### src/rtl/jk_mod_counter_drv.sv
`default_nettype none
// ============================================================================
// Module      : jk_mod_counter_drv
// Description : Modulo-MOD up/down counter emitting J/K excitation for an
//               external, reset-less JK flip-flop bank that mirrors the count.
// Revision    : 1.0 - initial release
// ============================================================================
module jk_mod_counter_drv #(
    parameter int WIDTH = 4,
    parameter int MOD   = 10
) (
    input  logic             clk,
    input  logic             rst_n,
    input  logic             en,
    input  logic             up_dn,
    input  logic             load,
    input  logic [WIDTH-1:0] load_val,
    output logic [WIDTH-1:0] count,
    output logic [WIDTH-1:0] j_out,
    output logic [WIDTH-1:0] k_out,
    output logic             tc,
    output logic             synced
);

    typedef enum logic [0:0] {
        S_INIT = 1'b0,
        S_RUN  = 1'b1
    } state_t;

    // Terminal value kept one bit wider so MOD = 2**WIDTH cannot overflow.
    localparam logic [WIDTH:0]   c_max_ext = (WIDTH+1)'(MOD - 1);
    localparam logic [WIDTH-1:0] c_max     = c_max_ext[WIDTH-1:0];

    state_t           r_state;
    logic [WIDTH-1:0] r_count;
    logic             r_synced;
    logic [WIDTH-1:0] w_nxt;
    logic [WIDTH-1:0] w_toggle;
    logic             w_force;

    always_comb begin
        w_nxt = r_count;
        if (load) begin
            w_nxt = ({1'b0, load_val} > c_max_ext) ? c_max : load_val;
        end else if (en && up_dn) begin
            w_nxt = ({1'b0, r_count} == c_max_ext) ? '0 : r_count + 1'b1;
        end else if (en) begin
            w_nxt = (r_count == '0) ? c_max : r_count - 1'b1;
        end
    end

    assign w_toggle = r_count ^ w_nxt;
    assign w_force  = (r_state == S_INIT) || load;

    // Force mode sets/clears every bit; toggle mode flips only changing bits.
    always_comb begin
        j_out = '0;
        k_out = '0;
        if (rst_n) begin
            if (w_force) begin
                j_out = w_nxt;
                k_out = ~w_nxt;
            end else begin
                j_out = w_toggle;
                k_out = w_toggle;
            end
        end
    end

    assign tc = en && !load &&
                ((up_dn && (r_count == c_max)) || (!up_dn && (r_count == '0)));

    always_ff @(posedge clk or negedge rst_n) begin
        if (!rst_n) begin
            r_count  <= '0;
            r_state  <= S_INIT;
            r_synced <= 1'b0;
        end else begin
            r_count <= w_nxt;
            case (r_state)
                S_INIT: begin
                    r_state  <= S_RUN;
                    r_synced <= 1'b1;
                end
                S_RUN:   r_state <= S_RUN;
                default: r_state <= S_INIT;
            endcase
        end
    end

    assign count  = r_count;
    assign synced = r_synced;

endmodule
`default_nettype wire

### config.mk
export PLATFORM = sky130hd
export DESIGN_NAME = jk_mod_counter_drv
export DESIGN_NICKNAME = d
export VERILOG_FILES = /design/src/rtl/jk_mod_counter_drv.sv
export SDC_FILE = /design/constraint.sdc
export NUM_CORES = 1
export LEC_CHECK = 0
export ABC_AREA = 1
export CAP_MARGIN = 10
export CORE_MARGIN = 2
export CORE_UTILIZATION = 50
export CTS_BUF_LIST = sky130_fd_sc_hd__clkbuf_4 sky130_fd_sc_hd__clkbuf_8
export CTS_CLUSTER_SIZE = 40
export DETAILED_ROUTE_END_ITERATION = 12
export HOLD_SLACK_MARGIN = 0.08
export PLACE_DENSITY_LB_ADDON = 0.05
export SLEW_MARGIN = 25
export SYNTH_ARGS = -nofsm -noshare
export SYNTH_HDL_FRONTEND = slang
export SYNTH_SLANG_ARGS = --single-unit
### constraint.sdc
create_clock -name clk -period 3 [get_ports clk]
set_input_delay 0.6 -clock clk [delete_from_list [all_inputs] [get_ports clk]]
set_output_delay 0.6 -clock clk [all_outputs]
set_load 0.01 [all_outputs]
==> results.yml, run 1 <==
logic_synthesis:
  synth-seq-cells: 6
  synth_area_um2: 676
  ys_seq_area_share_pct: 22.2
  ys_types: 19
  synthCells: 109
  synth_nets: 118
  syn_avg_cell_area_um2: 6.20
  yosysWarnings: 0
placed_design:
  dpl_cell_area_um2: 960
  dp_slack_ps: -130
  numPortBuffers: 22
  gp_congestion: 0.804
  hpwl_um: 1410
status:
  status: "finished, final reports clean"
floorplan:
  ios: 23
  die_x_um: 40.8
  num_rows: 13
  initial_core_util_pct: 52.6
  core_um2: 1280
  chipHeight_um: 40.8
  die-area_um2: 1660
timing:
  hold_ws_ps: 432
  max_freq_mhz: 365
  setup_violations: 0
  setup_tns_ps: 0
  tightest_slew_ps: 507
  fin_skew_ps: 4.30
  finalCritPeriodShare_pct: 91.2
  worst_slack_ps: 263
  slew_violations: 0
  final.min_clock_period_ps: 2740
  hold_viol: 0
  rsz0062_at_grt: "false"
  slew_headroom_pct: 66.2
critical_path:
  ff2ff_setup_slack_ps: 1660
  cp_data_required_time_ps: 2400
  cp_slowest_stage_delay_ps: 500
  worst_setup_path_start_kind: "input port"
  critical_path_class: "in -> out"
  cp_slowest_cell: "clkdlybuf4s50_1"
  cp_max_fo: 4
  worstPathCellList: "clkdlybuf4s50_1 > nand2_2 > inv_2 > a21oi_1 > nand2_1 > nand3_2 > nand2_2 > nand2_2 > nand3_2 > nand2_1 > nor2_1 > dlygate4sd2_1"
  endpoint_kind: "primary output"
  cp.arrival_ps: 2140
  path_common_cell: "nand2_2"
global_route:
  gr-usage-met3_pct: 5.43
  gr-total-overflow: 0
  grt_use_met2_pct: 42.1
  grt_pass1_wl_um: 2770
  grt_pass1_vias: 681
  grtUsageMet1_pct: 32.0
  antenna_found_initial: 0
  grt_use_total_pct: 25.4
  grt_start_max_net_pins: 13
  busiest_layer: "met2"
routing:
  route.detailed.drc: 0
  drt-initial-drc-count: 14
  drtPass1Iterations: 4
  routed_wl_um: 1750
  wl_per_cell_um: 11.2
  postRouteAntennaNets: 0
  vias_per_cell: 5.03
  vias: 784
power_and_ir_drop:
  ir_drop_mv: 0.233
  p_per_area_nw_per_um2: 350
  power_switching_mw: 0.136
  leakage_nw: 0.613
  cell_internal_pwr_mw: 0.212
  swShare_pct: 39.1
  seqPwrFrac_pct: 30.6
  clockPowerShare_pct: 21.1
  combPwrFrac_pct: 48.3
clock_network:
  clockBufferDepth: 2
  root_buffer: "clkbuf_4"
  cts_inserted_buffers: 3
  post_cts.repair.setup_buffers: 0
  clk_pin_slew_ps: 40
  cts_max_level: 1
  cts_sinks: 6
  cts_tree: "done"
  clk_latency_ps: 240
layout:
  fin_area_um2: 996
  area_growth_pct: 47.4
  drive_gt1_share_pct: 25.5
  nFillCells: 104
  antenna_cells: 0
  fin_nets: 152
job:
  max_cap_violations: 0
hold_path:
  hp-class: "reg -> reg"
cells by family after synthesis:
group                  share of synthesized area, %
flip-flops                                     22.2
AO/OA/AOI/OAI                                  10.4
buffers and inverters                          13.7
AND/OR/NAND/NOR                                53.1
other                                         0.555
metal layers:
layer / vias up / wire (um) / share of wire (%)
met3: 2 / 61 / 3.5
met5: - / 0 / 0
met1: 353 / 813 / 47
met2: 22 / 867 / 50
met4: 0 / 5 / 0.29
li1: 407 / - / -
state kept, by name (all words and copies together) (netlist names):
register,flops
count,4
r_state,1
synced,1
through the flow:
step / util, % / std cells / power [mW]
after floorplan: - / 109 / 0.206
after global placement: 74.7 / 153 / 0.276
after detailed placement: 74.7 / 153 / 0.281
after CTS: 76.1 / 156 / 0.355
after global routing: 77.5 / 156 / 0.374
final: 77.5 / 156 / 0.348
worst max-delay path: cells and delay by family:
kind,cells,cell delay [ps]
simple gates,8,600
buf+inv,3,880
compound gates,1,50
power groups by stage:
| stage | sequential, mW | combinational (mW) | clock, mW |
|---|---|---|---|
| 4_1_cts | 0.106 | 0.172 | 0.0765 |
| 2_1_floorplan | 0.102 | 0.104 | 0 |
| 3_3_place_gp | 0.107 | 0.169 | 0 |
| 6_report | 0.107 | 0.168 | 0.0734 |
| 3_5_place_dp | 0.108 | 0.173 | 0 |
| 5_1_grt | 0.108 | 0.188 | 0.0783 |
final timing paths:
| check | start | endpoint | depth (start not counted) |
|---|---|---|---|
| max | up_dn | k_out[1] | 12 |
| min | r_state | synced | 1 |
| max in group asynchronous | rst_n | count[1] | 2 |
| min reg2reg | r_state | synced | 1 |
| min in group asynchronous | rst_n | count[3] | 1 |
| max reg2reg | count[1] | count[3] | 6 |
layout by cell type, fill, tap and decap left out:
| cell | n |
|---|---|
| nand2_1 | 29 |
| nand3_1 | 14 |
| inv_1 | 13 |
| clkdlybuf4s50_1 | 12 |
| nor2_1 | 9 |
| nand2_2 | 9 |
| buf_4 | 9 |
| dlymetal6s2s_1 | 7 |
| dfrtp_1 | 6 |
| nand3_2 | 5 |
| a21oi_1 | 5 |
| inv_2 | 4 |
| o21ai_1 | 3 |
| clkbuf_4 | 3 |
| dlygate4sd2_1 | 3 |
| nor2_4 | 2 |
| a21oi_2 | 2 |
| inv_4 | 1 |
| nand2_4 | 1 |
| o21ai_0 | 1 |
| nand4_1 | 1 |
| a211oi_1 | 1 |
| conb_1 | 1 |
synthesized netlist by cell type:
cell      number  share of area, %
nor2_4         2               3.3
dfrtp_1        6                22
conb_1         1              0.56
o21ai_0        1              0.74
nand4_1        1              0.93
o21ai_1        3               2.2
inv_1         13               7.2
a211oi_1       1               1.1
nand3_2        5               7.4
a21oi_1        5               3.7
inv_4          1              0.93
nand3_1       14                10
buf_6          2               3.3
inv_2          4               2.2
nand2_4        1               1.7
nand2_2        9               8.3
nand2_1       29                16
a21oi_2        2               2.6
nor2_1         9               5.0
what timing repair did:
action,4_1_cts,5_1_grt
resized for setup,3,7
endpoints found under the setup margin,8,7
hold buffers,0,0
area by class of cell:
type / instances / area (um^2) / share of cell area (%)
timing repair buffer: 31 / 302 / 30.3
multi-input combinational: 83 / 433 / 43.5
inverter: 18 / 70.1 / 7.04
clock buffer: 3 / 22.5 / 2.26
sequential: 6 / 150 / 15.1
tap: 15 / 18.8 / 1.88
Power figures use the tool's default switching activity.
==> inputs of run 2 (changes only) <==
==> constraint.sdc (replaced) <==
create_clock -name clk -period 3 [get_ports clk]
set_input_delay 0.6 -clock clk [delete_from_list [all_inputs] [get_ports clk]]
set_output_delay 0.6 -clock clk [all_outputs]
set_load 0.005 [all_outputs]
==> run 2 against run 1 <==
Against the previous run: utilization shrank 2.1 points; design area fell by 2.8%; sequential power about the same; sequential cell count unchanged; via count fell by 3.6%; largest power group unchanged.
==> results.yml, run 2 (synthesis gave the netlist of run 1 again) <==
power_and_ir_drop:
  power_switching_mw: 0.127
  cell_internal_pwr_mw: 0.213
  p_per_area_nw_per_um2: 351
  ir_drop_mv: 0.332
  seqPwrFrac_pct: 31.1
  swShare_pct: 37.4
  leakage_nw: 0.505
  clockPowerShare_pct: 21.2
  combPwrFrac_pct: 47.7
  power_mw: 0.340
critical_path:
  crit_family: "buffers and inverters"
  critPathBufInv: 2
  worst_setup_path_start_kind: "input port"
  rr_startpoint: "count[1]"
  cp_slowest_cell: "clkdlybuf4s50_1"
  worstPathCellList: "clkdlybuf4s50_1 > o21ai_2 > nand2_1 > nand2_1 > nand2_1 > nand3_1 > nand2_1 > a21oi_1 > clkdlybuf4s50_1"
  cp.depth: 9
  critical_path_class: "in -> out"
  cp_max_fo: 3
  crit_start: "load_val[2]"
  cp_slowest_stage_delay_ps: 520
  cp.arrival_ps: 2240
  cp_data_required_time_ps: 2400
  endpoint_kind: "primary output"
  reg2reg_depth: 6
  path_common_cell: "nand2_1"
layout:
  final_common_cell: "nand2_1"
  fin_area_um2: 968
  fin_nets: 150
  nFillCells: 112
  mostFrequentLayoutCells: "nand2_1 (29), clkdlybuf4s50_1 (19), nand3_1 (14)"
  drive_gt1_share_pct: 25.9
  area_growth_pct: 43.3
  largest_reg_flops: 4
  antenna_cells: 0
placed_design:
  dpl_cell_area_um2: 945
  numPortBuffers: 22
  gp_congestion: 0.793
  hpwl_um: 1370
  dp_slack_ps: -90.6
clock_network:
  clk_pin_slew_ps: 50
  cts_inserted_buffers: 3
  clockBufferDepth: 2
  clk_latency_ps: 240
  post_cts.repair.setup_buffers: 0
  cts_sinks: 6
  cts_max_level: 1
  root_buffer: "clkbuf_4"
  cts_tree: "done"
  cts_hold_buffers: 0
timing:
  max_freq_mhz: 352
  fin_skew_ps: 3.49
  worst_slack_ps: 162
  hold_viol: 0
  slew_violations: 0
  setup_tns_ps: 0
  finalCritPeriodShare_pct: 94.6
  rsz0062_at_grt: "false"
  final.min_clock_period_ps: 2840
  setup_violations: 0
floorplan:
  num_rows: 13
  die_x_um: 40.8
  ios: 23
  die-area_um2: 1660
  chipHeight_um: 40.8
  initial_core_util_pct: 52.6
  core_um2: 1280
routing:
  vias_per_cell: 4.91
  vias: 756
  postRouteAntennaNets: 0
  route.detailed.drc: 0
  wl_per_cell_um: 10.9
  drtPass1Iterations: 4
  drt-initial-drc-count: 13
  routed_wl_um: 1690
status:
  status: "finished, final reports clean"
hold_path:
  hold_path_depth: 1
  min_from: "r_state"
  hp-class: "reg -> reg"
global_route:
  grt_start_max_net_pins: 13
  gr-total-overflow: 0
  grt_pass1_wl_um: 2640
  grt_use_total_pct: 24.1
  grt_pass1_vias: 634
  antenna_found_initial: 0
job:
  max_cap_violations: 0
==> run 2: cell count changes in the layout (fill, tap and decap cells not counted), sizes merged <==
cell | previous run | this run
dlymetal6s2s | 7 | 0
dlygate4sd2 | 3 | 2
clkdlybuf4s50 | 12 | 19
buf | 9 | 7
clkdlybuf4s15 | 0 | 1
==> run 2: final timing paths <==
kind	slack (ps)	end
max	160	j_out[0]
min	430	synced
max reg2reg	1710	count[3]
min reg2reg	430	synced
max in group asynchronous	1930	count[2]
min in group asynchronous	670	r_state
==> run 2: final cells by class <==
| class | count | area [um^2] | area share [%] |
|---|---|---|---|
| clock buffer | 3 | 22.5 | 2.33 |
| inverter | 18 | 70.1 | 7.24 |
| multi-input combinational | 83 | 437 | 45.1 |
| sequential | 6 | 150 | 15.5 |
| tap | 15 | 18.8 | 1.94 |
| timing repair buffer | 29 | 270 | 27.9 |
==> run 2: per-layer routing <==
layer / up-vias / share of wire [%] / track usage, %
li1: 406 / - / -
met1: 328 / 47 / 31.7
met2: 18 / 49 / 40.1
met3: 4 / 2.9 / 2.17
met4: 0 / 1.2 / 10.0
met5: - / 0 / 0
==> run 2: stage by stage <==
| stage | std cells | utilization, % | hold WS (ps) |
|---|---|---|---|
| finish | 154 | 75.4 | 434 |
| CTS | 154 | 75.0 | 438 |
| global route | 154 | 75.4 | 443 |
| floorplan | 109 | - | 304 |
| detailed placement | 151 | 73.5 | 432 |
| global placement | 151 | 73.5 | 425 |
==> run 2: repair_timing <==
action | CTS | global route
hold endpoints to repair | 0 | 0
setup endpoints to repair | 8 | 3
resized for setup | 3 | 4
==> run 2: power groups by stage <==
stage	Sequential (mW)	Combinational, mW	Clock [mW]
global placement	0.106	0.159	0
detailed placement	0.107	0.162	0
floorplan	0.0999	0.0993	0
CTS	0.106	0.162	0.0754
finish	0.106	0.162	0.0720
global route	0.107	0.183	0.0782
